--- config.mk ---
export PLATFORM = sky130hd
export DESIGN_NAME = arm_multicycle_ctrl_flat
export DESIGN_NICKNAME = d
export VERILOG_FILES = /design/src/rtl/arm_mc_pkg.sv /design/src/rtl/arm_multicycle_ctrl_if.sv /design/src/rtl/arm_multicycle_ctrl_cond_unit.sv /design/src/rtl/arm_multicycle_ctrl.sv /design/src/flat_wrapper.sv
export SDC_FILE = /design/constraint.sdc
export NUM_CORES = 1
export LEC_CHECK = 0
export BUFFER_PORTS_ARGS = -buffer_cell sky130_fd_sc_hd__buf_2
export CORE_ASPECT_RATIO = 0.7
export CORE_MARGIN = 4
export CORE_UTILIZATION = 45
export DETAILED_ROUTE_END_ITERATION = 16
export GPL_ROUTABILITY_DRIVEN = 0
export HOLD_SLACK_MARGIN = 0.12
export MAX_ROUTING_LAYER = met4
export PLACE_DENSITY = 0.81
export SLEW_MARGIN = 10
export SYNTH_ARGS = -nofsm -noshare
export SYNTH_HDL_FRONTEND = slang
export SYNTH_SLANG_ARGS = --single-unit
--- constraint.sdc ---
create_clock -name clk -period 1.5 [get_ports clk]
set_input_delay 0.075 -clock clk [delete_from_list [all_inputs] [get_ports clk]]
set_output_delay 0.075 -clock clk [all_outputs]
set_load 0.01 [all_outputs]
--- src/rtl/arm_mc_pkg.sv ---
// Shared encodings for the multicycle ARM controller: FSM states, mux selects,
// ALU operations, condition codes and the data-processing cmd decoder.
package arm_mc_pkg;

  typedef enum logic [3:0] {
    S_FETCH,
    S_DECODE,
    S_MEMADR,
    S_MEMRD,
    S_MEMWB,
    S_MEMWR,
    S_EXECR,
    S_EXECI,
    S_ALUWB,
    S_BRANCH
  } state_t;

  localparam logic [2:0] ALU_ADD = 3'b000;
  localparam logic [2:0] ALU_SUB = 3'b001;
  localparam logic [2:0] ALU_AND = 3'b010;
  localparam logic [2:0] ALU_ORR = 3'b011;

  localparam logic [1:0] SRCB_REG  = 2'b00;
  localparam logic [1:0] SRCB_IMM  = 2'b01;
  localparam logic [1:0] SRCB_FOUR = 2'b10;

  localparam logic [1:0] RES_ALUOUT    = 2'b00;
  localparam logic [1:0] RES_DATA      = 2'b01;
  localparam logic [1:0] RES_ALURESULT = 2'b10;

  localparam logic [1:0] OP_DP  = 2'b00;
  localparam logic [1:0] OP_MEM = 2'b01;
  localparam logic [1:0] OP_BR  = 2'b10;

  localparam logic [3:0] COND_EQ = 4'b0000;
  localparam logic [3:0] COND_NE = 4'b0001;
  localparam logic [3:0] COND_CS = 4'b0010;
  localparam logic [3:0] COND_CC = 4'b0011;
  localparam logic [3:0] COND_MI = 4'b0100;
  localparam logic [3:0] COND_PL = 4'b0101;
  localparam logic [3:0] COND_VS = 4'b0110;
  localparam logic [3:0] COND_VC = 4'b0111;
  localparam logic [3:0] COND_HI = 4'b1000;
  localparam logic [3:0] COND_LS = 4'b1001;
  localparam logic [3:0] COND_GE = 4'b1010;
  localparam logic [3:0] COND_LT = 4'b1011;
  localparam logic [3:0] COND_GT = 4'b1100;
  localparam logic [3:0] COND_LE = 4'b1101;
  localparam logic [3:0] COND_AL = 4'b1110;

  // Returns {NoWrite, ALUControl}; unknown cmds behave as a non-writing ADD.
  function automatic logic [3:0] decode_cmd(input logic [3:0] cmd);
    case (cmd)
      4'b0100: decode_cmd = {1'b0, ALU_ADD};
      4'b0010: decode_cmd = {1'b0, ALU_SUB};
      4'b0000: decode_cmd = {1'b0, ALU_AND};
      4'b1100: decode_cmd = {1'b0, ALU_ORR};
      4'b1010: decode_cmd = {1'b1, ALU_SUB};
      default: decode_cmd = {1'b1, ALU_ADD};
    endcase
  endfunction

endpackage

--- src/rtl/arm_multicycle_ctrl_if.sv ---
// Instruction/flag inputs and datapath control outputs of the controller.
interface arm_multicycle_ctrl_if;
  logic [31:12] Instr;
  logic [3:0]   ALUFlags;
  logic         PCWrite;
  logic         MemWrite;
  logic         RegWrite;
  logic         IRWrite;
  logic         AdrSrc;
  logic         ALUSrcA;
  logic [1:0]   ALUSrcB;
  logic [1:0]   ResultSrc;
  logic [1:0]   ImmSrc;
  logic [1:0]   RegSrc;
  logic [2:0]   ALUControl;

  modport master (
    output Instr, ALUFlags,
    input  PCWrite, MemWrite, RegWrite, IRWrite, AdrSrc, ALUSrcA,
           ALUSrcB, ResultSrc, ImmSrc, RegSrc, ALUControl
  );

  modport slave (
    input  Instr, ALUFlags,
    output PCWrite, MemWrite, RegWrite, IRWrite, AdrSrc, ALUSrcA,
           ALUSrcB, ResultSrc, ImmSrc, RegSrc, ALUControl
  );
endinterface

--- src/rtl/arm_multicycle_ctrl_cond_unit.sv ---
// Flags register {N,Z,C,V} plus the CondEx bit captured once per instruction in DECODE.
module cond_unit
  import arm_mc_pkg::*;
(
  input  logic       clk,
  input  logic       rst,
  input  logic [3:0] cond,
  input  logic [3:0] alu_flags,
  input  logic       condex_latch,
  input  logic       flags_load,
  output logic       condex
);

  logic [3:0] flags;
  logic       cond_ok;
  logic       n, z, c, v;

  assign {n, z, c, v} = flags;

  always_comb begin
    cond_ok = 1'b0;
    case (cond)
      COND_EQ: cond_ok = z;
      COND_NE: cond_ok = ~z;
      COND_CS: cond_ok = c;
      COND_CC: cond_ok = ~c;
      COND_MI: cond_ok = n;
      COND_PL: cond_ok = ~n;
      COND_VS: cond_ok = v;
      COND_VC: cond_ok = ~v;
      COND_HI: cond_ok = c & ~z;
      COND_LS: cond_ok = ~c | z;
      COND_GE: cond_ok = (n == v);
      COND_LT: cond_ok = (n != v);
      COND_GT: cond_ok = ~z & (n == v);
      COND_LE: cond_ok = z | (n != v);
      COND_AL: cond_ok = 1'b1;
      default: cond_ok = 1'b0;
    endcase
  end

  // Flags only move for executed S-suffixed data-processing instructions.
  always_ff @(posedge clk) begin
    if (!rst) begin
      flags  <= 4'b0000;
      condex <= 1'b0;
    end else begin
      if (condex_latch) condex <= cond_ok;
      if (flags_load && condex) flags <= alu_flags;
    end
  end

endmodule

--- src/rtl/arm_multicycle_ctrl.sv ---
// Multicycle ARM control FSM: Moore datapath controls, write strobes gated by CondEx.
// While rst is low every write strobe is forced low and the muxes show FETCH settings.
module arm_multicycle_ctrl
  import arm_mc_pkg::*;
(
  input logic clk,
  input logic rst,
  arm_multicycle_ctrl_if.slave bus
);

  state_t     state_q, state_d;
  logic [1:0] op;
  logic [5:0] funct;
  logic [3:0] cond, rd;
  logic       condex, nowrite;
  logic [2:0] dp_alu;
  logic       unused_rn;

  logic       pc_w, mem_w, reg_w, ir_w, adr_src, src_a;
  logic [1:0] src_b, res_src;
  logic [2:0] alu_ctl;

  assign cond      = bus.Instr[31:28];
  assign op        = bus.Instr[27:26];
  assign funct     = bus.Instr[25:20];
  assign rd        = bus.Instr[15:12];
  assign unused_rn = ^bus.Instr[19:16];

  assign {nowrite, dp_alu} = decode_cmd(funct[4:1]);

  cond_unit u_cond (
    .clk          (clk),
    .rst          (rst),
    .cond         (cond),
    .alu_flags    (bus.ALUFlags),
    .condex_latch (state_q == S_DECODE),
    .flags_load   (((state_q == S_EXECR) || (state_q == S_EXECI)) && funct[0]),
    .condex       (condex)
  );

  always_ff @(posedge clk) begin
    if (!rst) state_q <= S_FETCH;
    else      state_q <= state_d;
  end

  always_comb begin
    state_d = state_q;
    pc_w    = 1'b0;
    mem_w   = 1'b0;
    reg_w   = 1'b0;
    ir_w    = 1'b0;
    adr_src = 1'b0;
    src_a   = 1'b0;
    src_b   = SRCB_REG;
    res_src = RES_ALUOUT;
    alu_ctl = ALU_ADD;
    case (state_q)
      S_FETCH: begin
        ir_w    = 1'b1;
        pc_w    = 1'b1;
        src_a   = 1'b1;
        src_b   = SRCB_FOUR;
        res_src = RES_ALURESULT;
        state_d = S_DECODE;
      end
      S_DECODE: begin
        src_a   = 1'b1;
        src_b   = SRCB_FOUR;
        res_src = RES_ALURESULT;
        case (op)
          OP_MEM:  state_d = S_MEMADR;
          OP_DP:   state_d = funct[5] ? S_EXECI : S_EXECR;
          OP_BR:   state_d = S_BRANCH;
          default: state_d = S_FETCH;
        endcase
      end
      S_MEMADR: begin
        src_b   = SRCB_IMM;
        state_d = funct[0] ? S_MEMRD : S_MEMWR;
      end
      S_MEMRD: begin
        adr_src = 1'b1;
        state_d = S_MEMWB;
      end
      S_MEMWB: begin
        res_src = RES_DATA;
        reg_w   = condex;
        pc_w    = condex && (rd == 4'hF);
        state_d = S_FETCH;
      end
      S_MEMWR: begin
        adr_src = 1'b1;
        mem_w   = condex;
        state_d = S_FETCH;
      end
      S_EXECR: begin
        alu_ctl = dp_alu;
        state_d = S_ALUWB;
      end
      S_EXECI: begin
        src_b   = SRCB_IMM;
        alu_ctl = dp_alu;
        state_d = S_ALUWB;
      end
      S_ALUWB: begin
        reg_w   = condex && !nowrite;
        pc_w    = condex && (rd == 4'hF);
        state_d = S_FETCH;
      end
      S_BRANCH: begin
        src_b   = SRCB_IMM;
        res_src = RES_ALURESULT;
        pc_w    = condex;
        state_d = S_FETCH;
      end
      default: state_d = S_FETCH;
    endcase

    if (!rst) begin
      pc_w    = 1'b0;
      mem_w   = 1'b0;
      reg_w   = 1'b0;
      ir_w    = 1'b0;
      adr_src = 1'b0;
      src_a   = 1'b1;
      src_b   = SRCB_FOUR;
      res_src = RES_ALURESULT;
      alu_ctl = ALU_ADD;
    end
  end

  assign bus.PCWrite    = pc_w;
  assign bus.MemWrite   = mem_w;
  assign bus.RegWrite   = reg_w;
  assign bus.IRWrite    = ir_w;
  assign bus.AdrSrc     = adr_src;
  assign bus.ALUSrcA    = src_a;
  assign bus.ALUSrcB    = src_b;
  assign bus.ResultSrc  = res_src;
  assign bus.ALUControl = alu_ctl;
  assign bus.ImmSrc     = op;
  assign bus.RegSrc     = {(op == OP_MEM) && !funct[0], op == OP_BR};

endmodule

--- src/flat_wrapper.sv ---
// flat-port wrapper written by rule: the top's interface ports become plain ports
module arm_multicycle_ctrl_flat import arm_mc_pkg::*;
  (clk, rst, bus_Instr, bus_ALUFlags, bus_PCWrite, bus_MemWrite, bus_RegWrite, bus_IRWrite, bus_AdrSrc, bus_ALUSrcA, bus_ALUSrcB, bus_ResultSrc, bus_ImmSrc, bus_RegSrc, bus_ALUControl);
  arm_multicycle_ctrl_if bus_i ();
  input logic clk;
  input logic rst;
  input wire logic [$bits(bus_i.Instr)-1:0] bus_Instr;
  input wire logic [$bits(bus_i.ALUFlags)-1:0] bus_ALUFlags;
  output wire logic [$bits(bus_i.PCWrite)-1:0] bus_PCWrite;
  output wire logic [$bits(bus_i.MemWrite)-1:0] bus_MemWrite;
  output wire logic [$bits(bus_i.RegWrite)-1:0] bus_RegWrite;
  output wire logic [$bits(bus_i.IRWrite)-1:0] bus_IRWrite;
  output wire logic [$bits(bus_i.AdrSrc)-1:0] bus_AdrSrc;
  output wire logic [$bits(bus_i.ALUSrcA)-1:0] bus_ALUSrcA;
  output wire logic [$bits(bus_i.ALUSrcB)-1:0] bus_ALUSrcB;
  output wire logic [$bits(bus_i.ResultSrc)-1:0] bus_ResultSrc;
  output wire logic [$bits(bus_i.ImmSrc)-1:0] bus_ImmSrc;
  output wire logic [$bits(bus_i.RegSrc)-1:0] bus_RegSrc;
  output wire logic [$bits(bus_i.ALUControl)-1:0] bus_ALUControl;
  assign bus_i.Instr = bus_Instr;
  assign bus_i.ALUFlags = bus_ALUFlags;
  assign bus_PCWrite = bus_i.PCWrite;
  assign bus_MemWrite = bus_i.MemWrite;
  assign bus_RegWrite = bus_i.RegWrite;
  assign bus_IRWrite = bus_i.IRWrite;
  assign bus_AdrSrc = bus_i.AdrSrc;
  assign bus_ALUSrcA = bus_i.ALUSrcA;
  assign bus_ALUSrcB = bus_i.ALUSrcB;
  assign bus_ResultSrc = bus_i.ResultSrc;
  assign bus_ImmSrc = bus_i.ImmSrc;
  assign bus_RegSrc = bus_i.RegSrc;
  assign bus_ALUControl = bus_i.ALUControl;
  arm_multicycle_ctrl u_core (.clk(clk), .rst(rst), .bus(bus_i));
endmodule
==> flow_summary.toml <==
[routing]
routed_wl_mm = 2.77
routedWlPerCell_um = 15.4
first_pass_iters = 4
routed_via_density = 5.61
dr.first_iter.drc_count = 27
drc = 0
antenna_left = 0
vias = 1009

[finish]
drive_gt1_frac = 0.472
area_growth_pct = 46.3
antenna_cells = 0
final_net_count = 186
final_core_util = 0.740
fin_cells = 180

[sta]
setup_violations = 1
clock.fmax_ghz = 0.634
hold_viol = 0
setup_ws_ns = -0.0773
report.final.slew_viol_count = 0
skew_ns = 0.00320
rsz0062_at_grt = "true"
hold_slack_ns = 0.123
period_needed_ns = 1.58
finalCritPeriodShare = 1.05

[clock_tree]
clockBufferDepth = 2
cts.sinks = 9
cts_tree = "done"
numCtsBuffers = 3
clkLatencyLatePin_ns = 0.27
htreeDepth = 1
clk_pin_slew_ns = 0.06
root_buffer = "clkbuf_4"

[worst_setup_path]
r2r_setup_slack_ns = 0.10
r2r-end = "u_core.u_cond.condex"
path_max_fanout = 6
cp-end-kind = "output pin"
critPathSlowestCell = "dfxtp_4"
start_kind = "flip-flop"
required_ns = 1.42
cp_cell_sequence = "nor2b_4, buf_4, nand3_2, nor4_2, buf_2"
critical_path.endpoint = "bus_ALUControl[1]"
critical-path-max-stage-delay_ns = 0.38
worstSetupStartpoint = "u_core.state_q[3]"
reg2regPathDepth = 5
cp.arrival_ns = 1.50
r2r_start = "u_core.u_cond.flags[0]"
crit_type = "reg -> out"

[synth]
synth.net_count = 137
synthArstFlopShare = 0
synth_edf_count = 0
synth.most_common_cell = "nor2b_1"
syn-instance-count = 111
ys_ff_latch = 9
synth.area.top_cells = "dfxtp_1, nor2b_1, mux2i_1"
syn_avg_cell_area_um2 = 7.67
synth_ff_type = "dfxtp_1"
mappedNetlistArea_um2 = 851
synth_common_cells = "nor2b_1, dfxtp_1, nand2_1, nor2_1"
synth.top_cell.area_share = 0.212
synth_cell_type_count = 41
ys_warn_count = 0
synth_top_area_cell = "dfxtp_1"
ys_seq_area_frac = 0.212

[power]
power_density_nw_per_um2 = 576
seq_power_share = 0.369
p_clk_frac = 0.266
p_switching_mw = 0.240
switching_share = 0.334
leakagePower_nw = 0.585
pwr-share-comb = 0.366
vdd_drop_max_mv = 0.605
intPower_mw = 0.477

[grt]
grt_pass1_wl_mm = 3.93
grt_max_degree = 14
gr-total-overflow = 0
track_usage = 0.197
antenna_found_initial = 0
grt_pass1_vias = 934

[status]
outcome = "finished, violations left"
violations = "setup timing"

[job]
maxCapViolCount = 0

[placement]
dp.cells = 164
placement.io_buffers = 37
dpl.hpwl_mm = 1.84
place_worst_setup_slack_ns = 0.150

[floorplanning]
die_area_um2 = 2660
num_rows = 12
dieWidth_um = 60.0
die_h_um = 44.4
pin_count = 43
core-area_um2 = 1680
floorplan.initialDensity = 0.506

[worst_hold_path]
min_path_type = "in -> reg"
==> layout by cell type (no fill, tap or decap), types with 3 or more instances in the layout <==
master / netlist / final
nand2_1: 6 / 6
mux2i_1: 5 / 5
xnor2_1: 3 / 3
clkbuf_4: 0 / 3
dlygate4sd3_1: 0 / 5
dfxtp_4: 0 / 3
buf_2: 3 / 37
xor2_1: 3 / 3
o21ai_0: 4 / 4
nand3_1: 4 / 3
buf_4: 3 / 12
a21oi_1: 5 / 4
o22ai_1: 3 / 3
dfxtp_1: 9 / 5
nor2_1: 6 / 3
nor2b_1: 11 / 9
inv_1: 4 / 4
==> metal layers <==
layer	wire, um	GRT usage	share of wire	vias to the layer above
li1	-	-	-	494
met5	0	-	0	-
met4	35	0.0310	0.013	0
met1	1110	0.228	0.40	462
met3	230	0.0525	0.083	6
met2	1390	0.347	0.50	47
==> power by group through the flow <==
| stage | logic (mW) | clock network [mW] | registers [mW] |
|---|---|---|---|
| 2_1_floorplan | 0.140 | 0 | 0.260 |
| 3_3_place_gp | 0.204 | 0 | 0.267 |
| 3_5_place_dp | 0.211 | 0 | 0.268 |
| 4_1_cts | 0.224 | 0.191 | 0.264 |
| 5_1_grt | 0.284 | 0.213 | 0.266 |
| 6_report | 0.262 | 0.191 | 0.264 |
==> stage by stage <==
| stage | cell area [um2] | setup TNS [ns] | power [mW] |
|---|---|---|---|
| 5_1_grt | 1240 | -0.140 | 0.763 |
| 3_3_place_gp | 1040 | 0 | 0.471 |
| 6_report | 1240 | -0.0773 | 0.717 |
| 3_5_place_dp | 1040 | 0 | 0.479 |
| 4_1_cts | 1130 | -0.0110 | 0.678 |
| 2_1_floorplan | 851 | 0 | 0.401 |
==> kinds of logic (layout without fill, tap and decap cells) <==
| logic type | Yosys count | in the layout | share of synthesized area |
|---|---|---|---|
| AO/OA/AOI/OAI | 24 | 24 | 0.207 |
| flip-flops | 9 | 9 | 0.212 |
| multiplexers | 6 | 6 | 0.0721 |
| buffers and inverters | 15 | 63 | 0.0926 |
| AND/OR/NAND/NOR | 50 | 50 | 0.350 |
| XOR/XNOR | 6 | 6 | 0.0618 |
| other | 1 | 1 | 0.00441 |
==> what timing repair did <==
item / in CTS / in global routing
gates resized for setup: 5 / 16
pin swaps: 1 / 4
buffers inserted: 0 / 7
hold buffers: 5 / 0
hold endpoints to repair: 5 / 0
setup endpoints to repair: 3 / 5
==> layout make-up <==
| class | count | area, um2 |
|---|---|---|
| Inverter | 4 | 15.0 |
| Clock inverter | 1 | 5.00 |
| Multi-Input combinational cell | 87 | 647 |
| Timing Repair Buffer | 55 | 337 |
| Clock buffer | 3 | 22.5 |
| Fill cell | 137 | 437 |
| Tap cell | 21 | 26.3 |
| Sequential cell | 9 | 193 |
==> registers in the layout, summed over array words and instances (netlist names) <==
| name | count |
|---|---|
| u_core.u_cond.flags | 4 |
| u_core.state_q | 4 |
| u_core.u_cond.condex | 1 |
==> worst min path at each step <==
stage	depth (start not counted)	start	endpoint	slack (ns)
floorplan	1	bus_Instr[8]	bus_RegSrc[1]	0.20
global placement	3	bus_ALUFlags[1]	u_core.u_cond.flags[1]	0.33
detailed placement	3	bus_ALUFlags[1]	u_core.u_cond.flags[1]	0.34
CTS	3	bus_Instr[13]	u_core.state_q[0]	0.13
global route	3	bus_Instr[14]	u_core.state_q[2]	0.16
finish	3	bus_Instr[13]	u_core.state_q[0]	0.12
==> critical path: cells and delay by family (launching register included) <==
kind / cells / cell delay, ns
buffers and inverters: 2 / 0.32
AND/OR/NAND/NOR: 3 / 0.54
flip-flops: 1 / 0.38
Power figures use the tool's default switching activity.
